===== src/rtl/ttt_pkg.sv =====
// ttt_pkg: shared cell codes, FSM encoding and win-line table
// for the tic-tac-toe referee.
package ttt_pkg;

  localparam logic [1:0] C_EMPTY = 2'b00;
  localparam logic [1:0] C_X     = 2'b01;
  localparam logic [1:0] C_O     = 2'b10;

  localparam int NCELLS = 9;
  localparam int NLINES = 8;

  typedef enum logic [1:0] {
    S_PLAY  = 2'd0,
    S_CHECK = 2'd1,
    S_DONE  = 2'd2
  } state_t;

  // rows, columns, then the two diagonals
  localparam logic [3:0] WIN_LINES [NLINES][3] = '{
    '{4'd0, 4'd1, 4'd2},
    '{4'd3, 4'd4, 4'd5},
    '{4'd6, 4'd7, 4'd8},
    '{4'd0, 4'd3, 4'd6},
    '{4'd1, 4'd4, 4'd7},
    '{4'd2, 4'd5, 4'd8},
    '{4'd0, 4'd4, 4'd8},
    '{4'd2, 4'd4, 4'd6}
  };

  // Out-of-range indices read as empty; callers range-check separately.
  function automatic logic [1:0] cell_at(
    input logic [17:0] b,
    input logic [3:0]  idx
  );
    logic [1:0] c;
    c = C_EMPTY;
    for (int k = 0; k < NCELLS; k++) begin
      if (idx == 4'(k)) c = b[2*k +: 2];
    end
    return c;
  endfunction

endpackage


===== src/rtl/line_check_3.sv =====
// line_check_3: flags a line of three equal, occupied cells
// and reports which mark owns it.
module line_check_3
  import ttt_pkg::*;
(
  input  logic [1:0] a,
  input  logic [1:0] b,
  input  logic [1:0] c,
  output logic       match,
  output logic [1:0] code
);

  assign match = (a != C_EMPTY) && (a == b) && (b == c);
  assign code  = match ? a : C_EMPTY;

endmodule


===== src/rtl/ttt_game_ctrl.sv =====
// ttt_game_ctrl: two-player tic-tac-toe referee. Validates
// moves, holds the board and reports win or draw.
module ttt_game_ctrl
  import ttt_pkg::*;
#(
  parameter logic FIRST_PLAYER = 1'b0
) (
  input  logic        clk,
  input  logic        rst_n,
  input  logic        new_game,
  input  logic        req_x,
  input  logic [3:0]  pos_x,
  input  logic        req_o,
  input  logic [3:0]  pos_o,
  output logic        ack_x,
  output logic        ack_o,
  output logic        err,
  output logic [17:0] board,
  output logic        turn,
  output logic        game_over,
  output logic        winner,
  output logic [1:0]  who,
  output logic        draw
);

  state_t      state;
  logic [3:0]  moves;

  logic        cur_req;
  logic        oth_req;
  logic [3:0]  cur_pos;
  logic [1:0]  cur_code;
  logic        cur_ok;
  logic [17:0] board_wr;

  logic [NLINES-1:0] line_hit;
  logic [1:0]        line_code [NLINES];
  logic              any_win;
  logic [1:0]        win_code;

  assign cur_req  = turn ? req_o : req_x;
  assign oth_req  = turn ? req_x : req_o;
  assign cur_pos  = turn ? pos_o : pos_x;
  assign cur_code = turn ? C_O : C_X;
  assign cur_ok   = cur_req
                 && (cur_pos <= 4'd8)
                 && (cell_at(board, cur_pos) == C_EMPTY);

  // Board image with the mover's mark placed at cur_pos.
  always_comb begin
    board_wr = board;
    for (int k = 0; k < NCELLS; k++) begin
      if (cur_pos == 4'(k)) board_wr[2*k +: 2] = cur_code;
    end
  end

  for (genvar g = 0; g < NLINES; g++) begin : g_line
    logic [1:0] ca;
    logic [1:0] cb;
    logic [1:0] cc;
    assign ca = cell_at(board, WIN_LINES[g][0]);
    assign cb = cell_at(board, WIN_LINES[g][1]);
    assign cc = cell_at(board, WIN_LINES[g][2]);
    line_check_3 u_line (
      .a     (ca),
      .b     (cb),
      .c     (cc),
      .match (line_hit[g]),
      .code  (line_code[g])
    );
  end

  // Pick the owner of the lowest-numbered completed line.
  always_comb begin
    any_win  = |line_hit;
    win_code = C_EMPTY;
    for (int i = NLINES - 1; i >= 0; i--) begin
      if (line_hit[i]) win_code = line_code[i];
    end
  end

  // Game FSM; every output is registered here.
  always_ff @(posedge clk or negedge rst_n) begin
    if (!rst_n) begin
      state     <= S_PLAY;
      board     <= '0;
      moves     <= '0;
      turn      <= FIRST_PLAYER;
      ack_x     <= 1'b0;
      ack_o     <= 1'b0;
      err       <= 1'b0;
      game_over <= 1'b0;
      winner    <= 1'b0;
      who       <= C_EMPTY;
      draw      <= 1'b0;
    end else begin
      ack_x <= 1'b0;
      ack_o <= 1'b0;
      err   <= 1'b0;
      if (new_game) begin
        state     <= S_PLAY;
        board     <= '0;
        moves     <= '0;
        turn      <= FIRST_PLAYER;
        game_over <= 1'b0;
        winner    <= 1'b0;
        who       <= C_EMPTY;
        draw      <= 1'b0;
      end else begin
        unique case (state)
          S_PLAY: begin
            if (cur_ok) begin
              board <= board_wr;
              moves <= moves + 4'd1;
              state <= S_CHECK;
              ack_x <= ~turn;
              ack_o <= turn;
            end
            if ((cur_req && !cur_ok) || oth_req) begin
              err <= 1'b1;
            end
          end
          S_CHECK: begin
            if (any_win) begin
              winner    <= 1'b1;
              who       <= win_code;
              game_over <= 1'b1;
              state     <= S_DONE;
            end else if (moves == 4'd9) begin
              draw      <= 1'b1;
              game_over <= 1'b1;
              state     <= S_DONE;
            end else begin
              turn  <= ~turn;
              state <= S_PLAY;
            end
          end
          S_DONE: begin
            if (req_x || req_o) err <= 1'b1;
          end
          default: state <= S_PLAY;
        endcase
      end
    end
  end

endmodule

===== config.mk =====
export PLATFORM = sky130hd
export DESIGN_NAME = ttt_game_ctrl
export DESIGN_NICKNAME = d
export VERILOG_FILES = /design/src/rtl/ttt_pkg.sv /design/src/rtl/line_check_3.sv /design/src/rtl/ttt_game_ctrl.sv
export SDC_FILE = /design/constraint.sdc
export NUM_CORES = 1
export LEC_CHECK = 0
export BUFFER_PORTS_ARGS = -buffer_cell sky130_fd_sc_hd__buf_2
export CAP_MARGIN = 20
export CORE_MARGIN = 3
export CORE_UTILIZATION = 51
export DETAILED_ROUTE_END_ITERATION = 12
export PLACE_DENSITY = 0.74
export SLEW_MARGIN = 20
export SYNTH_ARGS = -nofsm -noshare
export SYNTH_HDL_FRONTEND = slang
export SYNTH_SLANG_ARGS = --single-unit

===== constraint.sdc =====
create_clock -name clk -period 2.1 [get_ports clk]
set_input_delay 0.21 -clock clk [delete_from_list [all_inputs] [get_ports clk]]
set_output_delay 0.21 -clock clk [all_outputs]
set_load 0.05 [all_outputs]

# == Word-level counts from Yosys, hierarchy flattened ==
# Cells that the tools add are included.
# word_totals
word_cells,182
output_inout_bits,27
in_bits,13
regBits,33
# op_classes
bitwise,1
addsub,1
n_eq_ne,31
n_reduce_logical,61
magnitude_cmp,1
n_mux,68
# ops
cell,n
$mux 2,34
$mux 18,3
$reduce_bool 2->1,19
$reduce_and 3->1,11
$eq 2x2->1,16
$mux 1,25
$logic_and 1x1->1,19
$eq 4x3->1 const B,4
$mux 4,4
$eq 4x2->1 const B,2
$eq 4x4->1 const B,2
$reduce_and 2->1,4
$reduce_or 8->1,1
$ne 2x2->1 const B,3
$pmux 2 s3,1
$add 4x1->4 const B,1
$eq 4x1->1 const B,1
$le 4x4->1 const B,1
$logic_not 2->1,2
$logic_not 4->1,1
$ne 3x3->1 const B,1
$reduce_bool 3->1,1
$eq 2x1->1 const B,1
$eq 2x2->1 const B,1
4 further kinds,5

# == Depth between registers and ports, before layout ==
# Gate-level depths: netlist of run 1.
# depth
depth_word,19
mapped_depth,11
ltp_nobuf,7

# == Cells and area by module ==
# Synthesis of run 1 repeated with hierarchy kept, for this count alone.
# hier_totals
hier_cells,287
area_unflattened_um2,2446.1
# modules_own_cells
mod,instances,seq_area_each_um2,cells_per_inst,area_each_um2
ttt_game_ctrl,1,825.8,231,2095.8
line_check_3,8,0.0,7,43.8

# == Worst setup path before layout of run 1 ==
# Ideal clock, no wire load.
# synth_path
kind,flip-flop to flip-flop
startpoint,reg turn
endpoint,reg moves[0]
setup_ns,0.125
arrival_time_ns,2.238
setup_slack_ns,-0.263
path_stages_with_launch,9
synth_period_minus_slack_ns,2.363
t_required_ns,1.975
path_buffers,2
path_cell_list,dfrtp_1 > buf_6 > o31ai_1 > and2_1 > o21ai_1 > and4bb_1 > buf_6 > nand2_4 > mux2_4
# synth_via
elab_chain_cells,15
word_cells_on_any_way,26
cone_classes,1 x order compare; 8 x eq/ne; 11 x mux; 6 x reduce/logical
# synth_lines
element,line,rtl
"start, declared",ttt_game_ctrl.sv:19,"output logic turn,"
"start signal, assigned",ttt_game_ctrl.sv:134,turn <= ~turn;
$mux 4,ttt_game_ctrl.sv:43,assign cur_pos = turn ? pos_o : pos_x;
$logic_not 4->1,ttt_pkg.sv:38,if (idx == 4'(k)) c = b[2*k +: 2];
$mux 2 (9 in series),ttt_pkg.sv:38,
$logic_not 2->1,ttt_game_ctrl.sv:47,"&& (cell_at(board, cur_pos) == C_EMPTY);"
$logic_and 1x1->1 *,ttt_game_ctrl.sv:47,
$reduce_bool 2->1 (no source line) *,-,
$reduce_and 2->1 (no source line) *,-,
"end signal, assigned",ttt_game_ctrl.sv:114,moves <= moves + 4'd1;
"end, declared",ttt_game_ctrl.sv:27,logic [3:0] moves;
# Every way passes the cells marked *; elsewhere a longest branch is shown, timed or not.
# A chain may end at the register's enable or synchronous reset.

# == Worst setup path in the final report of run 1 ==
# Ends and elaborated chain as after synthesis.

==> results.json, run 1 <==
{
  "criticalPathCategory": "reg -> reg",
  "min_period_ns": 2.31,
  "cp_cell_sequence": "buf_6 -> nor3b_4 -> o221ai_2 -> a21oi_2 -> nor3b_4 -> and4bb_1 -> buf_12 -> nand2_4 -> mux2_4",
  "slew_headroom_pct": 49.9,
  "start_kind": "flop",
  "worstReg2RegStart": "turn",
  "track_usage_pct": 28.5,
  "cts_inserted_buffers": 5,
  "drt_iter0_drc": 232,
  "yosys.area.top_type": "dfrtp_1",
  "r2r_slack_ns": -0.21,
  "synth_ff_type": "dfrtp_1",
  "required_ns": 2.27,
  "place_area_um2": 2830,
  "cts_sinks": 33,
  "fin_area_um2": 3390,
  "hold_path.class": "in -> async",
  "cp_max_fo": 8,
  "arrival_ns": 2.48,
  "tightest_slew_ns": 0.749,
  "instances_no_fill": 411,
  "synthesis.area_um2": 2330,
  "utilization_pct": 80.7,
  "finalPower_mw": 1.53,
  "drc": 0,
  "grt-ovfl-total": 0,
  "start_util_pct": 55.5,
  "synth-seq-area-share_pct": 35.4,
  "cts_tree": "done",
  "grt_pass1_wl_um": 11900,
  "vdd_ir_drop_max_uv": 432,
  "ant_nets": 0,
  "gp_congestion": 0.906,
  "cts_buffer_depth": 2,
  "finalMaxSlewViolations": 0,
  "timing.rr.end": "moves[0]",
  "vias_per_cell": 6.42,
  "die_x_um": 73.6,
  "max_freq_ghz": 0.432,
  "setup_viol": 23,
  "syn_area_per_cell_um2": 8.67,
  "antenna_cells": 0,
  "fin_ws_ns": -0.213,
  "core_area_um2": 4200,
  "antenna_found_initial": 0,
  "ys_warn_count": 0,
  "synth_edf_count": 0,
  "run_status": "finished with violations",
  "synth_top_area_share_pct": 35.4,
  "synth_nets": 284,
  "end_kind": "flop",
  "fin_crit_sh_pct": 110,
  "cts.htree.levels": 2,
  "insertion_delay_ns": 0.29,
  "clk_pin_slew_ns": 0.07,
  "yosysUniqueCellTypes": 67,
  "synth_cells": 269,
  "root_buffer": "clkbuf_8",
  "cts_hold_buf": 0,
  "firstDrtPassIters": 5,
  "crit_path_frequent_cell": "nor3b_4",
  "synthTopCellsByArea": "dfrtp_1 35%, nor2_1 6.6%, a31oi_1 3.5%, a21oi_1 2.8%, a41oi_1 2.6%",
  "ios": 40,
  "dpl.hpwl_um": 4940,
  "p_leak_nw": 1.62,
  "skew_ns": 0.00772,
  "die_area_um2": 5420,
  "area_growth_pct": 45.5,
  "finalHoldViolCount": 9,
  "grt_max_degree": 34,
  "power_density_nw_per_um2": 450,
  "drive_above_1_share_pct": 53.2,
  "vias": 2640,
  "violations": "hold timing, setup timing",
  "ys_ff_latch": 33,
  "crit_path_max_incr_delay_ns": 0.47,
  "rr_worst_depth": 9,
  "die-height_um": 73.6,
  "holdWs_ns": -0.0158,
  "core.rowCount": 23,
  "crit_slowest_cell": "dfrtp_2",
  "grt_pass1_vias": 2414,
  "place_ws_ns": -0.192,
  "drt-total-wl_um": 8200,
  "drv_cap": 0,
  "final_nets": 375,
  "grt_setup_unrepaired": "true",
  "routedWlPerCell_um": 20.0,
  "dpl.cell_count": 379,
  "tns_ns": -3.55,
  "async_flop_share_pct": 100,
  "numPortBuffers": 39
}
-- worst max path at each step --
stage | start | to | slack (ns) | depth (start not counted)
finish | turn | moves[0] | -0.21 | 9
global route | turn | moves[3] | -0.31 | 9
CTS | turn | moves[3] | -0.09 | 9
detailed placement | turn | moves[3] | -0.19 | 8
global placement | board[17] | turn | -0.19 | 7
floorplan | turn | moves[3] | -0.10 | 9
-- per-layer routing --
metal / up-vias / share of wire (%) / wire (um) / track usage (%)
met4: 0 / 2.5 / 208 / 9.86
met5: - / 0 / 0 / 0
met3: 25 / 5.9 / 487 / 3.56
li1: 1180 / - / - / -
met2: 121 / 51 / 4220 / 47.4
met1: 1314 / 40 / 3290 / 38.1
-- layout by cell type, fill, tap and decap left out, types with 6 or more instances in the layout --
cell     synthesis  routed
buf_4            2      56
buf_2            4      39
nor2b_1          9       6
and3_1           8       7
a41oi_1          7       6
nand3_1         12      12
a31oi_1         13       7
nor2_1          41      38
dfrtp_1         33      16
dfrtp_2          0      17
inv_1            7       7
a21oi_1         13       7
nand2_1         10       9
nor3_1          10       7
-- layout make-up --
class | instances | area [um^2]
clock buffers | 7 | 76.3
clock inverters | 1 | 5.00
fillers | 250 | 811
inverters | 8 | 30.0
multi-input cells | 211 | 1680
flip-flops and latches | 33 | 847
well taps | 50 | 62.6
repair buffers | 101 | 694
-- power by group --
group          internal [mW]  switching (mW)  total, mW
sequential             0.651          0.0235      0.675
clock                  0.233           0.236      0.469
combinational          0.161           0.223      0.384
-- what timing repair did --
| item | 4_1_cts | 5_1_grt |
|---|---|---|
| resized for setup | 23 | 36 |
| setup buffers | 12 | 12 |
| endpoints found under the setup margin | 22 | 27 |
| pin swaps | 15 | 17 |
-- worst max-delay path: cells and delay by family (launching register included) --
kind | cells | cell delay, ns
mux | 1 | 0.33
flops | 1 | 0.47
buf+inv | 2 | 0.29
simple gates | 4 | 0.79
compound gates | 2 | 0.31
-- synth_stat cells (all sizes together), types with 3 or more instances --
cell type  instances
nand3             14
and3               8
a41oi              7
nand2b             4
nor2b              9
nand3b             3
o21ai             10
mux2               3
o22ai              3
nor3              12
inv                8
or3                6
and2               3
dfrtp             33
clkbuf             7
buf               10
a31oi             13
nor4               3
a21boi             3
o31ai              3
nand2             12
or2                4
a21oi             15
nor2              41
nor3b              3
-- flip-flops by register name (all words and copies together), names as in the netlist --
| signal | flops |
|---|---|
| board | 18 |
| moves | 4 |
| state | 2 |
| who | 2 |
| ack_o | 1 |
| ack_x | 1 |
| draw | 1 |
| err | 1 |
| game_over | 1 |
| turn | 1 |
| winner | 1 |
-- cell families (layout without fill, tap and decap cells) --
logic type      after synthesis  after routing  synth area share, %
simple gates                131            131                 32.6
buf+inv                      25            117                 5.85
mux                           5              5                 2.79
flops                        33             33                 35.4
fa+ha+maj                     2              2                 1.07
compound gates               73             73                 22.2
Note: power is estimated with default switching activity, not from simulation.
==> inputs of run 2 (changes only) <==
PLACE_DENSITY = 0.76   (was 0.74)
==> run 2 against run 1 <==
The run ends with setup timing left. Clock power up 33%. Die area is the same. Sequential cell count unchanged. Non-clock buffer count is 12 higher. Global-route usage down 0.14 points. Fmax increased by 4.3%. Combinational power shrank 6.0%. Clock skew fell by 0.00058 ns. Critical path depth unchanged. Routed wire length up 1.5%. Cell count rose by 2.9%. Setup slack better by 0.095 ns.
==> results.json, run 2 (synthesized netlist as in run 1, its figures left out) <==
{
  "cts_buffer_depth": 2,
  "vdd_ir_drop_max_uv": 517,
  "instances_no_fill": 423,
  "required_ns": 2.31,
  "grt-ovfl-total": 0,
  "vias_per_cell": 6.40,
  "dpl.hpwl_um": 5090,
  "setup_viol": 19,
  "final_nets": 387,
  "firstDrtPassIters": 5,
  "holdCritStartpoint": "req_o",
  "area_growth_pct": 47.8,
  "crit_path_end": "moves[1]",
  "finalPower_mw": 1.66,
  "finalMaxSlewViolations": 0,
  "core.rowCount": 23,
  "slew_headroom_pct": 52.3,
  "grt_pass1_vias": 2398,
  "drv_cap": 0,
  "die-height_um": 73.6,
  "skew_ns": 0.00714,
  "ff_latch_area_um2": 847,
  "largest_reg_flops": 18,
  "combPwrFrac_pct": 21.7,
  "routedWlPerCell_um": 19.7,
  "hold_path.class": "in -> reg",
  "p_leak_nw": 1.69,
  "max_freq_ghz": 0.451,
  "numPortBuffers": 39,
  "grt_setup_unrepaired": "true",
  "clkPwrFrac_pct": 37.7,
  "grt_pass1_wl_um": 11800,
  "end_kind": "flop",
  "finalHoldViolCount": 0,
  "power_frac_seq_pct": 40.6,
  "antenna_found_initial": 0,
  "cp_max_fo": 7,
  "tightest_slew_ns": 0.716,
  "fin_ws_ns": -0.118,
  "ios": 40,
  "swShare_pct": 28.5,
  "drive_above_1_share_pct": 53.9,
  "switchingPower_uw": 473,
  "crit_start": "turn",
  "cts.htree.levels": 2,
  "start_util_pct": 55.5,
  "clk_pin_slew_ns": 0.07,
  "arrival_ns": 2.42,
  "utilization_pct": 82.0,
  "r2r_slack_ns": -0.12,
  "fillerInstances": 246,
  "violations": "setup timing",
  "cts_inserted_buffers": 5,
  "multi_input_area_um2": 1630,
  "grt_max_degree": 34,
  "top_regs": "board (18), moves (4)",
  "cts_tree": "done",
  "insertion_delay_ns": 0.29,
  "run_status": "finished with violations",
  "holdWs_ns": 0.371,
  "min_period_ns": 2.22,
  "core_area_um2": 4200,
  "power.internal_mw": 1.19,
  "die_area_um2": 5420,
  "antenna_cells": 0,
  "rr_worst_depth": 9,
  "final_common_cell": "buf_4",
  "worstReg2RegStart": "turn",
  "power_density_nw_per_um2": 482,
  "timing.rr.end": "moves[1]",
  "whs_path_depth": 4,
  "fin_crit_sh_pct": 106,
  "root_buffer": "clkbuf_8",
  "track_usage_pct": 28.4,
  "gp_congestion": 0.968,
  "criticalPathCategory": "reg -> reg",
  "place_ws_ns": -0.151,
  "drt-total-wl_um": 8320,
  "vias": 2707,
  "layout_common_cells": "70 x buf_4, 39 x buf_2, 37 x nor2_1, 17 x dfrtp_2, 16 x dfrtp_1",
  "drt_iter0_drc": 217,
  "ant_nets": 0,
  "drc": 0,
  "dpl.cell_count": 396,
  "die_x_um": 73.6,
  "cts_sinks": 33,
  "max_flop_register": "board",
  "start_kind": "flop"
}
[run 2: stage by stage]
stage | TNS, ns | cell area (um^2)
finish | -1.29 | 3450
detailed placement | -2.36 | 2940
floorplan | -0.394 | 2410
global placement | -1.89 | 2940
global route | -3.04 | 3450
CTS | -0.00985 | 3170
[run 2: worst min-delay path by stage]
stage                endpoint  slack, ns
floorplan               ack_o      -0.09
global placement    board[17]       0.30
detailed placement  board[17]       0.30
CTS                       err       0.32
global route        board[16]       0.40
finish                    err       0.37
[run 2: repair_timing]
action | 4_1_cts | 5_1_grt
cloned | 0 | 0
setup endpoints to repair | 26 | 27
endpoints found under the hold margin | 9 | 0
buffers inserted | 6 | 12
pin swaps | 5 | 13
gates resized for setup | 17 | 41
hold buffers | 1 | 0
[run 2: critical path, stage by stage, from the launching register on]
cell      delay (ns)
dfrtp_2         0.46
buf_4           0.15
buf_4           0.14
o31ai_4         0.30
and2_4          0.19
o21ai_1         0.09
and4bb_4        0.26
buf_4           0.15
a31oi_1         0.19
a21boi_1        0.20
[run 2: power groups by stage]
stage / clock, mW / sequential [mW] / combinational (mW)
final: 0.626 / 0.674 / 0.361
after detailed placement: 0 / 0.685 / 0.289
after global placement: 0 / 0.684 / 0.282
after global routing: 0.657 / 0.675 / 0.379
after CTS: 0.622 / 0.672 / 0.312
after floorplan: 0 / 0.707 / 0.157
[run 2: metal layers]
metal | track usage [%] | wire, um | vias up
met3 | 3.42 | 683 | 35
met1 | 37.3 | 3360 | 1299
met2 | 48.2 | 4030 | 165
met5 | 0 | 0 | -
met4 | 9.46 | 252 | 0
li1 | - | - | 1208
[run 2: area by class of cell]
type	count	area share, %
multi-input cells	211	47.3
flip-flops and latches	33	24.6
inverters	8	0.871
repair buffers	113	22.1
well taps	50	1.82
clock inverters	1	0.871
clock buffers	7	2.51
